### src/rtl/mux_pkg.sv
// ----------------------------------------------------------------------------
// mux_pkg : mode encodings and select-width helper for the round-robin mux
// Revision: 1.0
// ----------------------------------------------------------------------------
`default_nettype none

package mux_pkg;

  localparam logic MODE_SEL = 1'b0;
  localparam logic MODE_RR  = 1'b1;

  function automatic int sel_width(input int n);
    return (n < 2) ? 1 : $clog2(n);
  endfunction

endpackage

`default_nettype wire

### src/rtl/rr_pick.sv
// ----------------------------------------------------------------------------
// rr_pick : first set bit of a valid vector, scanning from ptr with wrap
// Revision: 1.0
// ----------------------------------------------------------------------------
`default_nettype none

module rr_pick
  import mux_pkg::*;
#(
  parameter int N  = 4,
  parameter int SW = sel_width(N)
) (
  input  logic [N-1:0]  valid,
  input  logic [SW-1:0] ptr,
  output logic          found,
  output logic [SW-1:0] idx
);

  int k;

  // Scan from the far end so the smallest rotated offset wins.
  always_comb begin
    found = 1'b0;
    idx   = '0;
    k     = 0;
    for (int i = N - 1; i >= 0; i--) begin
      k = int'(ptr) + i;
      if (k >= N) k = k - N;
      if (valid[k]) begin
        found = 1'b1;
        idx   = SW'(k);
      end
    end
  end

endmodule

`default_nettype wire

### src/rtl/mux_rr_n.sv
// ----------------------------------------------------------------------------
// mux_rr_n : N-channel streaming selector, fixed-select or round-robin,
//            valid/ready on every channel, registered output stage
// Revision: 1.0
// ----------------------------------------------------------------------------
`default_nettype none

module mux_rr_n
  import mux_pkg::*;
#(
  parameter int N  = 4,
  parameter int W  = 8,
  parameter int SW = sel_width(N)
) (
  input  logic           clk,
  input  logic           rst,
  input  logic           en,
  input  logic           mode,
  input  logic [SW-1:0]  sel,
  input  logic [N-1:0]   in_valid,
  input  logic [N*W-1:0] in_data,
  output logic [N-1:0]   in_ready,
  output logic           out_valid,
  output logic [W-1:0]   out_data,
  output logic [SW-1:0]  out_chan,
  input  logic           out_ready
);

  localparam int NP = 1 << SW;

  logic [SW-1:0] ptr;
  logic [NP-1:0] valid_ext;
  logic          rr_found;
  logic [SW-1:0] rr_idx;
  logic          found;
  logic [SW-1:0] cand;
  logic          space;
  logic          go;
  logic [W-1:0]  pick_data;

  // Unused select codes (sel >= N) map onto zero-padded valid bits.
  generate
    if (NP > N) begin : g_pad
      assign valid_ext = {{(NP - N){1'b0}}, in_valid};
    end else begin : g_nopad
      assign valid_ext = in_valid;
    end
  endgenerate

  rr_pick #(.N(N), .SW(SW)) u_pick (
    .valid (in_valid),
    .ptr   (ptr),
    .found (rr_found),
    .idx   (rr_idx)
  );

  assign space = !out_valid || out_ready;
  assign found = (mode == MODE_RR) ? rr_found : valid_ext[sel];
  assign cand  = (mode == MODE_RR) ? rr_idx : sel;
  assign go    = !rst && en && space && found;

  always_comb begin
    in_ready  = '0;
    pick_data = '0;
    for (int k = 0; k < N; k++) begin
      if (cand == SW'(k)) begin
        in_ready[k] = go;
        pick_data   = in_data[k*W +: W];
      end
    end
  end

  always_ff @(posedge clk) begin
    if (rst) begin
      out_valid <= 1'b0;
      out_data  <= '0;
      out_chan  <= '0;
      ptr       <= '0;
    end else if (go) begin
      out_valid <= 1'b1;
      out_data  <= pick_data;
      out_chan  <= cand;
      if (mode == MODE_RR) begin
        ptr <= (cand == SW'(N - 1)) ? '0 : cand + SW'(1);
      end
    end else if (out_ready) begin
      out_valid <= 1'b0;
    end
  end

endmodule

`default_nettype wire
### config.mk
export PLATFORM = sky130hd
export DESIGN_NAME = mux_rr_n
export DESIGN_NICKNAME = d
export VERILOG_FILES = /design/src/rtl/mux_pkg.sv /design/src/rtl/rr_pick.sv /design/src/rtl/mux_rr_n.sv
export SDC_FILE = /design/constraint.sdc
export NUM_CORES = 1
export LEC_CHECK = 0
export CORE_MARGIN = 5
export CORE_UTILIZATION = 40
export CTS_CLUSTER_SIZE = 25
export DETAILED_ROUTE_END_ITERATION = 10
export PLACE_DENSITY = 0.86
export RECOVER_POWER = 25
export SLEW_MARGIN = 20
export SYNTH_ARGS = -nofsm -noshare
export SYNTH_HDL_FRONTEND = slang
export SYNTH_HIERARCHICAL = 1
export SYNTH_SLANG_ARGS = --single-unit
### constraint.sdc
create_clock -name clk -period 4.1 [get_ports clk]
set_input_delay 0.615 -clock clk [delete_from_list [all_inputs] [get_ports clk]]
set_output_delay 0.615 -clock clk [all_outputs]
set_load 0.005 [all_outputs]
# After elaboration in Yosys (flattened, before gate mapping)
# Cells that the tools add are included.
# word_totals
regBits	13
input_bits	43
out_inout_bits	15
elab_cells	72
# op_classes
n_addsub	8
order_cmp	9
n_eq_ne	3
muxes	39
reduce_logical	9
# ops
op	count
32-bit by 4-bit less-than comparator with 1-bit output, second input constant	4
32-bit two-way mux	4
32-bit by 4-bit >= comparator with 1-bit output, second input constant	3
32-bit by 4-bit subtractor with 32-bit output, second input constant	3
8-bit two-way mux	4
1-bit two-way mux	20
2-bit two-way mux	6
1-bit binary-select mux with 2-bit select	5
2-bit by 2-bit adder with 3-bit output, second input constant	2
2-bit == test, second input constant	2
2-bit by 3-bit subtractor with 4-bit output, second input constant	1
2-bit by 1-bit adder with 3-bit output, second input constant	1
2-bit by 3-bit >= comparator with 1-bit output, second input constant	1
1-bit logical AND	3
2-bit by 3-bit less-than comparator with 1-bit output, second input constant	1
2-bit by 1-bit adder with 2-bit output, second input constant	1
2-bit by 1-bit == test with 1-bit output, second input constant	1
1-bit logical NOT	2
2-bit logical NOT	1
2-bit AND reduction	1
2-bit nonzero test	1
1-bit logical OR	1

# Depth between registers and ports, before layout
# Gate-level depths: netlist (run 1).
# logic_depth
ltp_word	16
mapped_depth	11
depth_no_buf	10

# Hierarchy
# Netlist (run 1), hierarchy kept.
# by_module_without_submodules
module	n_inst	cells_per_inst	area_per_inst_um2	seq_area_each_um2
mux_rr_n	1	100	877.1	260.2
rr_pick	1	13	77.6	0.0

# Worst setup path before layout (run 1)
# Ideal clock, no wire load.
# synth_path
path_kind	input to register
startpoint	in in_valid[3]
endpoint	reg out_data[0]
setup_time_ns	0.121
arrival_ns	2.452
required_ns	3.979
slack_ns	1.528
cell_stages	11
path_buffers	1
path_cell_list	nand2b_1 a211oi_1 nor2_1 a21oi_1 inv_1 ha_1 or2_1 buf_1 a221oi_1 nor3_1 mux2_2
# synth_between
elab_chain_cells	13
elab_cells_between_ends	33
cone_classes	eq/ne (3); mux (28); reduce/logical (2)
# synth_lines
element	line	rtl
start, declared	mux_rr_n.sv:20	input logic [N-1:0] in_valid,
1-bit binary-select mux with 2-bit select	rr_pick.sv:29	if (valid[k]) begin
1-bit two-way mux (implied by the code) (2 in a row)	rr_pick.sv:29	
2-bit two-way mux (3 in a row)	rr_pick.sv:29	
2-bit two-way mux *	rr_pick.sv:29	
via rr_idx[1]	mux_rr_n.sv:34	logic [SW-1:0] rr_idx;
2-bit two-way mux *	mux_rr_n.sv:59	assign cand = (mode == MODE_RR) ? rr_idx : sel;
via cand[1]	mux_rr_n.sv:36	logic [SW-1:0] cand;
2-bit logical NOT	mux_rr_n.sv:66	if (cand == SW'(k)) begin
8-bit two-way mux (3 in a row)	mux_rr_n.sv:66	
8-bit two-way mux *	mux_rr_n.sv:66	
end signal, assigned	mux_rr_n.sv:81	out_data <= pick_data;
end, declared	mux_rr_n.sv:24	output logic [W-1:0] out_data,
# The timed path passes the listed nets; every way through them passes the cells marked *. The select of a mux whose other input is x is not followed.
# A chain may end at the register's enable or synchronous reset.

# Worst setup path in the final report (run 1)
# layout_path
startpoint	in in_valid[3]
endpoint	out in_ready[1]
# layout_between
elab_chain_cells	10
elab_cells_between_ends	27
cone_classes	eq/ne (1); mux (25); reduce/logical (1)
# layout_lines
element	line	rtl
1-bit binary-select mux with 2-bit select	rr_pick.sv:29	
1-bit two-way mux (implied by the code) (2 in a row)	rr_pick.sv:29	
2-bit two-way mux (3 in a row)	rr_pick.sv:29	
2-bit two-way mux *	rr_pick.sv:29	
via rr_idx[1]	mux_rr_n.sv:34	
2-bit two-way mux *	mux_rr_n.sv:59	
2-bit by 1-bit == test with 1-bit output *	mux_rr_n.sv:66	
1-bit two-way mux *	mux_rr_n.sv:66	
end, declared	mux_rr_n.sv:22	output logic [N-1:0] in_ready,
# Marks and branches as above.

==> results of run 1 <==
how the worst max path moves through the flow:
stage	startpoint	cells past startpoint	to
detailed placement	in_valid[3]	8	in_ready[1]
global route	in_valid[3]	8	in_ready[1]
CTS	in_valid[3]	8	in_ready[1]
floorplan	in_valid[3]	11	out_data[0]$_SDFFE_PP0P_
global placement	in_valid[3]	8	in_ready[1]
finish	in_valid[3]	8	in_ready[1]
through the flow:
stage / hold WS (ns) / worst slack (ns)
finish: 0.487 / 0.442
global route: 0.520 / 0.286
CTS: 0.496 / 0.429
detailed placement: 0.473 / 0.429
global placement: 0.465 / 0.493
floorplan: 0.466 / 1.53
Yosys cell counts (2+ instances only):
cell type / number
a21oi_1: 6
nor2_1: 7
nor3b_1: 2
inv_1: 3
and3_2: 3
nand2_1: 5
mux2_2: 8
nor2b_1: 11
nand2b_1: 6
mux2i_1: 5
ha_1: 4
o21ai_0: 2
a311oi_1: 2
dfxtp_1: 13
nor3_1: 8
a221oi_1: 7
o22ai_1: 7
clkbuf_1: 4
layout by cell type, fill, tap and decap left out, types with 5 or more instances in the layout:
master | synthesis | layout
a21oi_1 | 6 | 6
a221oi_1 | 7 | 7
clkdlybuf4s50_1 | 0 | 50
dfxtp_1 | 13 | 13
dlygate4sd3_1 | 0 | 7
mux2_2 | 8 | 8
mux2i_1 | 5 | 5
nand2_1 | 5 | 5
nand2b_1 | 6 | 6
nor2_1 | 7 | 7
nor2b_1 | 11 | 11
nor3_1 | 8 | 8
o22ai_1 | 7 | 7
worst min-delay path: stages (launching register included):
cell and delay [ns]:
dfxtp_1 0.31, nand2b_1 0.07, mux2i_1 0.06
power by group through the flow:
stage               logic, uW  registers, uW  clock network, uW
floorplan                67.3            142                  0
global placement          138            141                  0
detailed placement        143            142                  0
CTS                       143            139               82.8
global route              153            140               88.8
finish                    141            139               83.1
layout make-up:
| type | count | area (sq um) |
|---|---|---|
| tap | 28 | 35.0 |
| clock buffer | 4 | 26.3 |
| sequential | 13 | 260 |
| fill | 189 | 684 |
| multi-input combinational | 91 | 659 |
| inverter | 3 | 11.3 |
| timing repair buffer | 58 | 578 |
per-layer routing:
layer | vias up | part of all wire (%)
met2 | 59 | 47
met5 | - | 0
met1 | 509 | 38
met4 | 0 | 2.5
met3 | 8 | 12
li1 | 534 | -
kinds of logic (layout without fill, tap and decap cells):
kind of cell / count (synthesis) / count (layout)
simple gates: 47 / 47
fa+ha+maj: 4 / 4
flops: 13 / 13
buf+inv: 9 / 65
compound gates: 27 / 27
mux: 13 / 13
flip-flops by register name, summed over array words and instances (netlist names):
name	flops
out_chan	2
out_valid	1
ptr	2
out_data	8
==> impl_metrics.py, run 1 <==
metrics = {
    "outcome": {
        "outcome": "completed",
    },
    "logic_synthesis": {
        "synth_compound_area_share_pct": 21.4,
        "syn_area_sq_um": 955,
        "synth_edf_count": 0,
        "synth_simple_gate_area_share_pct": 27.8,
        "synth_top_family_by_area": "simple AND/OR/NAND/NOR gates",
        "synth_warnings": 6,
        "synth_ff_type": "dfxtp_1",
        "syn-num-nets": 160,
        "ys_top_cells_by_area": "dfxtp_1, mux2_2, nor2b_1",
        "ys_seq_area_share_pct": 27.3,
        "synthMuxAreaShare_pct": 14.7,
        "ys_ff_latch": 13,
        "syn_inst": 113,
        "async_flop_share_pct": 0,
        "synth-xor-area-share_pct": 0,
        "synth_fa_ha_area_share_pct": 5.24,
        "synth_top_area_share_pct": 27.3,
        "avgSynthCellArea_sq_um": 8.45,
        "synth_cell_type_count": 28,
        "yosysTopAreaCell": "dfxtp_1",
    },
    "global_route": {
        "grt-busiest-layer": "met2",
        "antenna_found_initial": 0,
        "gr-usage-met2_pct": 32.8,
        "use_met3_pct": 7.68,
        "grt_start_max_net_pins": 23,
        "gr-usage-met1_pct": 19.3,
        "grt_pass1_vias": 1232,
        "grt-ovfl-total": 0,
        "grt_pass1_wl_mm": 5.11,
        "track_usage_pct": 19.0,
    },
    "setup_path": {
        "reg2reg_slack_ns": 1.61,
        "path_cells": "clkdlybuf4s50_1 > nand2b_1 > a211oi_1 > nor2_1 > a21oi_1 > ha_1 > and3_2 > clkdlybuf4s50_1",
        "slowest_stage": "clkdlybuf4s50_1",
        "worst_r2r_startpoint": "ptr[1]$_SDFFE_PP0P_",
        "worstPathArrival_ns": 3.04,
        "r2r_end": "out_data[1]$_SDFFE_PP0P_",
        "max_stage_delay_ns": 0.49,
        "path_buf_inv": 2,
        "worst-setup-path-type": "input pin to output port",
        "path_common_cell": "clkdlybuf4s50_1",
        "cp.required_ns": 3.48,
        "startpoint_type": "input pin",
        "reg2reg_depth": 8,
        "cp_max_fo": 11,
        "critPathTopFamily": "buffers and inverters",
        "end_kind": "output port",
    },
    "timing": {
        "fin_skew_ns": 0.00156,
        "fmax_mhz": 273,
        "final.setup.tns_ns": 0,
        "worst-slew-pin-transition_ns": 0.530,
        "hold_violations": 0,
        "rsz0062_at_grt": "no",
        "fin_crit_sh_pct": 89.2,
        "maxSlewHeadroom_pct": 64.6,
        "drv_slew": 0,
        "finalSetupViolations": 0,
        "final.min_clock_period_ns": 3.66,
    },
    "placed_design": {
        "portBuffers": 57,
        "dpl.cell_count": 193,
        "placedInstanceArea_sq_mm": 0.00154,
        "dpl.hpwl_mm": 2.45,
        "gp_congestion": 0.831,
    },
    "pwr": {
        "max-vdd-ir-drop_mv": 0.192,
        "power.leakage_uw": 0.000636,
        "p_sw_uw": 109,
        "clkPwrFrac_pct": 22.9,
        "switching_share_pct": 29.9,
        "internal-power_uw": 254,
        "power.density_mw_per_mm2": 231,
        "combinationalPowerShare_pct": 38.9,
        "pwr-share-seq_pct": 38.2,
        "power_uw": 363,
    },
    "run": {
        "maxCapViolations": 0,
    },
    "layout": {
        "antennaDiodeCount": 0,
        "fin_nets": 217,
        "finish.utilization_pct": 69.6,
        "syn_to_final_growth_pct": 64.5,
        "drive_above_1_share_pct": 10.7,
        "final_area_sq_mm": 0.00157,
        "final-instance-count-excl-fill": 197,
    },
    "clocking": {
        "clk_latency_ns": 0.28,
        "h-tree-depth": 1,
        "cts-resized-gates": 0,
        "cts_num_sinks": 13,
        "cts_buffers": 3,
        "root_buffer": "clkbuf_4",
        "postCtsHoldBufs": 0,
        "postCtsSetupBuffers": 0,
        "cts_tree": "yes",
        "cts_max_path_buffers": 2,
        "path_clk_slew_ns": 0.08,
    },
    "worst_hold_path": {
        "hold_path_depth": 2,
        "worstHoldPathType": "flip-flop to flip-flop",
        "min_delay_worst_endpoint": "out_data[6]$_SDFFE_PP0P_",
        "holdCritStartpoint": "out_data[6]$_SDFFE_PP0P_",
    },
    "drt": {
        "routed_wl_mm": 3.07,
        "avgRoutedWirePerCell_um": 15.6,
        "final_antenna_net_count": 0,
        "drtIter0Drc": 27,
        "via_count": 1110,
        "drc": 0,
        "dr.pass1.iters": 4,
        "via_per_inst": 5.63,
    },
    "floorplan": {
        "io_pins": 58,
        "start_util_pct": 42.3,
        "num_rows": 17,
        "die_area_sq_mm": 0.00346,
        "die_y_um": 58.9,
        "die_width_um": 58.9,
        "coreArea_sq_mm": 0.00225,
    },
}
Power figures use the tool's default switching activity.
==> run 2: changes to the inputs <==
CTS_CLUSTER_DIAMETER = 40   (was not set)
CTS_CLUSTER_SIZE = not set   (was 25)
SETUP_SLACK_MARGIN = 0.02   (was not set)
==> results of run 2 <==
The final DEF is identical to that of run 1; final timing and power are the same.
